### src/rtl/flash_op_scheduler.sv
// Flash operation scheduler: arbitrates read/write/erase requests and sequences one engine at a time.
// Optional RUN-state hang timeout is compiled in with `define FLASH_OP_TIMEOUT_EN.
module flash_op_scheduler #(
  parameter int unsigned TIMEOUT_CYCLES = 4096,
  parameter int unsigned STARVE_LIMIT   = 4
) (
  input  logic       clk,
  input  logic       rst,
  input  logic       req_read,
  input  logic       req_write,
  input  logic       req_erase,
  input  logic       read_busy,
  input  logic       write_busy,
  input  logic       erase_busy,
  output logic       en_read,
  output logic       en_write,
  output logic       en_erase,
  output logic [2:0] gnt,
  output logic [1:0] op_active,
  output logic [2:0] sched_state,
  output logic       timeout_err
);

  typedef enum logic [2:0] {
    S_IDLE      = 3'd0,
    S_ARB       = 3'd1,
    S_ISSUE     = 3'd2,
    S_WAIT_BUSY = 3'd3,
    S_RUN       = 3'd4,
    S_DONE      = 3'd5,
    S_ERR       = 3'd6
  } state_t;

  localparam logic [1:0] OP_NONE  = 2'd0;
  localparam logic [1:0] OP_READ  = 2'd1;
  localparam logic [1:0] OP_WRITE = 2'd2;
  localparam logic [1:0] OP_ERASE = 2'd3;

  // A RUN timeout of fewer than two cycles cannot be represented.
  if (TIMEOUT_CYCLES < 2) begin : g_bad_timeout
    $error("flash_op_scheduler: TIMEOUT_CYCLES must be at least 2");
  end

  state_t     state;
  logic [2:0] starve_cnt;
  logic [1:0] wait_cnt;
  logic       sel_busy;
  logic       starved;
  logic [1:0] winner;

`ifdef FLASH_OP_TIMEOUT_EN
  localparam int unsigned RUN_W = (TIMEOUT_CYCLES > 1) ? $clog2(TIMEOUT_CYCLES) : 1;
  logic [RUN_W-1:0] run_cnt;
`endif

  assign sched_state = state;

  // Only the busy line of the engine currently owning the scheduler matters.
  always_comb begin
    sel_busy = 1'b0;
    case (op_active)
      OP_READ:  sel_busy = read_busy;
      OP_WRITE: sel_busy = write_busy;
      OP_ERASE: sel_busy = erase_busy;
      default:  sel_busy = 1'b0;
    endcase
  end

  // Fixed priority erase > write > read, overridden by a starved read.
  always_comb begin
    starved = req_read && (32'(starve_cnt) >= STARVE_LIMIT);
    winner  = OP_NONE;
    if (starved)        winner = OP_READ;
    else if (req_erase) winner = OP_ERASE;
    else if (req_write) winner = OP_WRITE;
    else if (req_read)  winner = OP_READ;
  end

  always_ff @(posedge clk) begin
    if (!rst) begin
      state       <= S_IDLE;
      en_read     <= 1'b0;
      en_write    <= 1'b0;
      en_erase    <= 1'b0;
      gnt         <= 3'b000;
      op_active   <= OP_NONE;
      starve_cnt  <= 3'd0;
      wait_cnt    <= 2'd0;
      timeout_err <= 1'b0;
`ifdef FLASH_OP_TIMEOUT_EN
      run_cnt     <= '0;
`endif
    end else begin
      en_read  <= 1'b0;
      en_write <= 1'b0;
      en_erase <= 1'b0;
      gnt      <= 3'b000;
      case (state)
        S_IDLE: begin
          if (req_read || req_write || req_erase) state <= S_ARB;
        end
        S_ARB: begin
          op_active <= winner;
          wait_cnt  <= 2'd0;
          // Strobes are registered here so they are high during ISSUE.
          case (winner)
            OP_READ:  begin en_read  <= 1'b1; gnt <= 3'b001; end
            OP_WRITE: begin en_write <= 1'b1; gnt <= 3'b010; end
            OP_ERASE: begin en_erase <= 1'b1; gnt <= 3'b100; end
            default:  ;
          endcase
          state <= (winner == OP_NONE) ? S_IDLE : S_ISSUE;
          if (winner == OP_READ)
            starve_cnt <= 3'd0;
          else if (req_read && (starve_cnt != 3'd7))
            starve_cnt <= starve_cnt + 3'd1;
        end
        S_ISSUE: begin
          state <= S_WAIT_BUSY;
        end
        S_WAIT_BUSY: begin
          if (sel_busy) begin
            state <= S_RUN;
`ifdef FLASH_OP_TIMEOUT_EN
            run_cnt <= '0;
`endif
          end else if (wait_cnt == 2'd3) begin
            state <= S_ERR;
          end else begin
            wait_cnt <= wait_cnt + 2'd1;
          end
        end
        S_RUN: begin
          if (!sel_busy) begin
            state <= S_DONE;
`ifdef FLASH_OP_TIMEOUT_EN
          end else if (run_cnt == RUN_W'(TIMEOUT_CYCLES - 1)) begin
            state <= S_ERR;
          end else begin
            run_cnt <= run_cnt + RUN_W'(1);
`endif
          end
        end
        S_DONE: begin
          op_active <= OP_NONE;
          state     <= S_IDLE;
        end
        S_ERR: begin
          timeout_err <= 1'b1;
          op_active   <= OP_NONE;
          state       <= S_IDLE;
        end
        default: state <= S_IDLE;
      endcase
    end
  end

endmodule

### config.mk
export PLATFORM = sky130hd
export DESIGN_NAME = flash_op_scheduler
export DESIGN_NICKNAME = d
export VERILOG_FILES = /design/src/rtl/flash_op_scheduler.sv
export SDC_FILE = /design/constraint.sdc
export NUM_CORES = 1
export LEC_CHECK = 0
export CORE_MARGIN = 2
export CORE_UTILIZATION = 40
export DETAILED_ROUTE_END_ITERATION = 10
export PLACE_DENSITY_LB_ADDON = 0.05
export SLEW_MARGIN = 10
export SYNTH_ARGS = -nofsm -noshare
export SYNTH_HDL_FRONTEND = slang
export SYNTH_SLANG_ARGS = --single-unit
### constraint.sdc
create_clock -name clk -period 1.35 [get_ports clk]
set_input_delay 0.27 -clock clk [delete_from_list [all_inputs] [get_ports clk]]
set_output_delay 0.27 -clock clk [all_outputs]
set_load 0.005 [all_outputs]
==> impl_results.rst <==
.. list-table::
   :header-rows: 1

   * - Metric
     - Value
   * - Hold/Removal Path Class
     - in2reg
   * - Cell internal power dissipation
     - 0.720 mW
   * - Switching power summed over all nets
     - 0.277 mW
   * - Die Y-Extent
     - 46.1 um
   * - Seq pwr share
     - 46.1%
   * - Setup-failing EPs final
     - 0
   * - Result of the run
     - completed
   * - Most frequent CP cell
     - buf_4
   * - Fill cell instance count of the final layout
     - 159
   * - Antenna Cells
     - 0
   * - Remaining max-slew budget at the tightest pin
     - 75.4%
   * - Distinct cells, synth
     - 30
   * - Share of total power in the clock network
     - 23.7%
   * - Longest individual stage delay on the worst path
     - 390 ps
   * - ANT nets after route
     - 0
   * - Max Buffers Root-to-Sink
     - 2
   * - Worst-path maximum fanout
     - 5
   * - Core Box Area
     - 0.00169 mm^2
   * - Worst skew pair latency
     - 280 ps
   * - TritonCTS clock tree
     - done
   * - Top flip-flop cell by instance count after synthesis
     - dfxtp_1
   * - Antenna violations before repair
     - 0
   * - Sequential cell area fraction in the yosys report
     - 39.5%
   * - Net count of the mapped netlist
     - 87
   * - Global-route wire length before repair
     - 2.50 mm
   * - # hold bufs at CTS
     - 0
   * - Tmin final
     - 1300 ps
   * - Combinational cell fraction of total power
     - 30.2%
   * - Required time of the critical path
     - 1510 ps
   * - Relative area change from synthesis to final layout
     - 55.2%
   * - Worst setup path class
     - reg2reg
   * - First-pass iteration count of the detailed router
     - 4
   * - Final hold slack
     - 457 ps
   * - Global route overflow
     - 0
   * - CTS HTree Levels
     - 1
   * - Cells after synthesis
     - 76
   * - Number of endpoints with negative hold slack in the final report
     - 0
   * - PortBufs
     - 19
   * - Number of rows in the core area
     - 15
   * - DP Wirelength
     - 1.08 mm
   * - CP Capture Type
     - register
   * - Via-per-instance ratio
     - 5.24
   * - Vias in the first global route
     - 588
   * - Gp weighted congestion
     - 0.712
   * - Number of buffers created by CTS
     - 3
   * - Number of max-slew violations in the final report
     - 0
   * - Power density of the placed cells
     - 905 mW/mm^2
   * - Ratio of cells with drive above 1 in the final layout
     - 36.0%
   * - Number of buffers and inverters on the critical path
     - 2
   * - Avg Inst Size Synth
     - 9.33 um^2
   * - Cell type group with the largest total delay on the critical path
     - simple AND/OR/NAND/NOR gates
   * - Via count
     - 687
   * - Critical-path top delay cell
     - or3_4
   * - Register bit count reported by yosys
     - 14
   * - Total negative setup slack
     - 0 ps
   * - Worst Skew
     - 5.79 ps
   * - Lkg Pwr
     - 0.508 nW
   * - Post-Syn Area
     - 709 um^2
   * - Count of boundary I/O pins
     - 20
   * - Nets@finish
     - 127
   * - Root buffer selected by CTS
     - clkbuf_4
   * - Worst Tran Pin Value
     - 366 ps
   * - Die area
     - 0.00213 mm^2
   * - DR WL/cell
     - 12.2 um
   * - Yosys warning total
     - 0
   * - TritonCTS Sinks
     - 14
   * - Maximum Capacitance Violations
     - 0
   * - Residual DRC count
     - 0
   * - Maximum number of pins on one net before global-route repair
     - 12
   * - Achievable clock frequency
     - 767 MHz
   * - R2R setup slack
     - 50 ps
   * - Clock transition at path regs
     - 90 ps
   * - Endpoint arrival time on the critical path
     - 1470 ps
   * - All-layer global routing usage
     - 16.8%
   * - Post-synth EDFFs
     - 0
   * - Chip Width
     - 46.1 um
   * - Overall routed net length
     - 1.60 mm
   * - Starting DRC count in detailed routing
     - 4
   * - Net switching fraction of the power
     - 27.8%
   * - FFs w/ async S/R, synth
     - 0%
   * - Initial cell density of the core
     - 42.0%
   * - Startpoint type of the worst setup path
     - register
   * - RSZ-0062 raised after global routing
     - true
   * - VDD IR max
     - 565 uV
   * - Share of the cycle needed by the critical path after routing
     - 96.6%
   * - Cell Chain, Critical Path
     - buf_4, buf_4, or3_4, nand3_1, mux2i_1
registers in the layout, indices dropped and copies added, names as in the netlist:
| name | cells |
|---|---|
| op_active | 2 |
| gnt | 2 |
| wait_cnt | 2 |
| timeout_err | 1 |
| en_erase | 1 |
| sched_state | 3 |
| starve_cnt | 3 |
logic make-up after synthesis:
group,synth area share [%]
and+or+nand+nor,26.3
AOI/OAI and AO/OA,15.3
buffers and inverters,5.99
muxes,7.58
DFF,39.5
adders and majority gates,5.29
layer usage:
metal,up-vias,global-route usage [%],share of wire [%]
li1,355,-,-
met1,316,22.0,45
met2,12,25.0,49
met3,4,3.53,3.0
met4,0,10.3,2.1
met5,-,0,0
power by group through the flow:
stage / logic (mW) / registers, mW / clock network (mW)
6_report: 0.301 / 0.460 / 0.236
5_1_grt: 0.332 / 0.463 / 0.267
4_1_cts: 0.272 / 0.458 / 0.243
3_5_place_dp: 0.240 / 0.483 / 0
3_3_place_gp: 0.238 / 0.482 / 0
2_1_floorplan: 0.123 / 0.476 / 0
per-stage QoR:
stage	std cells	cell area (um^2)	total power, mW	setup slack (ps)	util (%)
after floorplan	76	709	0.599	66.6	-
after global placement	120	987	0.720	-332	58.4
final	131	1100	0.997	46.6	65.2
after global routing	131	1100	1.06	-20.7	65.2
after detailed placement	120	987	0.723	-350	58.4
after CTS	130	1060	0.974	0.947	62.9
cell usage after synthesis, drive strengths merged, types with 2 or more instances:
| library cell | number | share of area, % |
|---|---|---|
| nand2b | 3 | 2.6 |
| ha | 3 | 5.3 |
| o21ai | 4 | 2.8 |
| nor4 | 2 | 3.9 |
| nor2b | 2 | 1.8 |
| nor2 | 3 | 1.6 |
| buf | 4 | 3.9 |
| mux2i | 5 | 7.6 |
| inv | 3 | 1.6 |
| or3 | 2 | 1.8 |
| nand2 | 6 | 3.2 |
| a21oi | 6 | 4.2 |
| nand3 | 7 | 4.9 |
| dfxtp | 14 | 40 |
tightest hold or removal path, stage by stage:
cell and delay, ps:
dlygate4sd2_1 210, buf_4 120, and2_1 100
cell usage in the layout, fill, tap and decap left out, drive strengths merged, types with 3 or more instances in the layout:
cell type / Yosys / layout
o21ai: 4 / 4
nand3: 7 / 7
clkdlybuf4s50: 0 / 4
inv: 3 / 3
a21oi: 6 / 6
dlygate4sd2: 0 / 15
nor2: 3 / 3
nand2: 6 / 6
nand2b: 3 / 3
clkbuf: 1 / 3
ha: 3 / 3
mux2i: 5 / 5
dfxtp: 14 / 14
buf: 4 / 21
timing repair:
item	in CTS	in global routing
pin swaps	2	3
endpoints found under the setup margin	13	9
resized for setup	25	8
setup buffers	7	3
path summary, 6_finish.rpt:
check | end | cells past startpoint | start
max | wait_cnt[0]$_SDFFE_PN0P_ | 5 | sched_state[1]$_SDFFE_PN0P_
min | en_erase$_SDFF_PN0_ | 3 | req_erase
max reg2reg | wait_cnt[0]$_SDFFE_PN0P_ | 5 | sched_state[1]$_SDFFE_PN0P_
min reg2reg | starve_cnt[1]$_SDFFE_PN0P_ | 2 | starve_cnt[1]$_SDFFE_PN0P_
cell type report:
cell class / count / area [um^2] / area share (%)
multi-input cells: 54 / 413 / 37.5
inverters: 3 / 11.3 / 1.02
repair buffers: 40 / 337 / 30.6
well taps: 17 / 21.3 / 1.93
clock buffers: 3 / 22.5 / 2.05
flip-flops and latches: 14 / 297 / 26.9
Power figures use the tool's default switching activity.
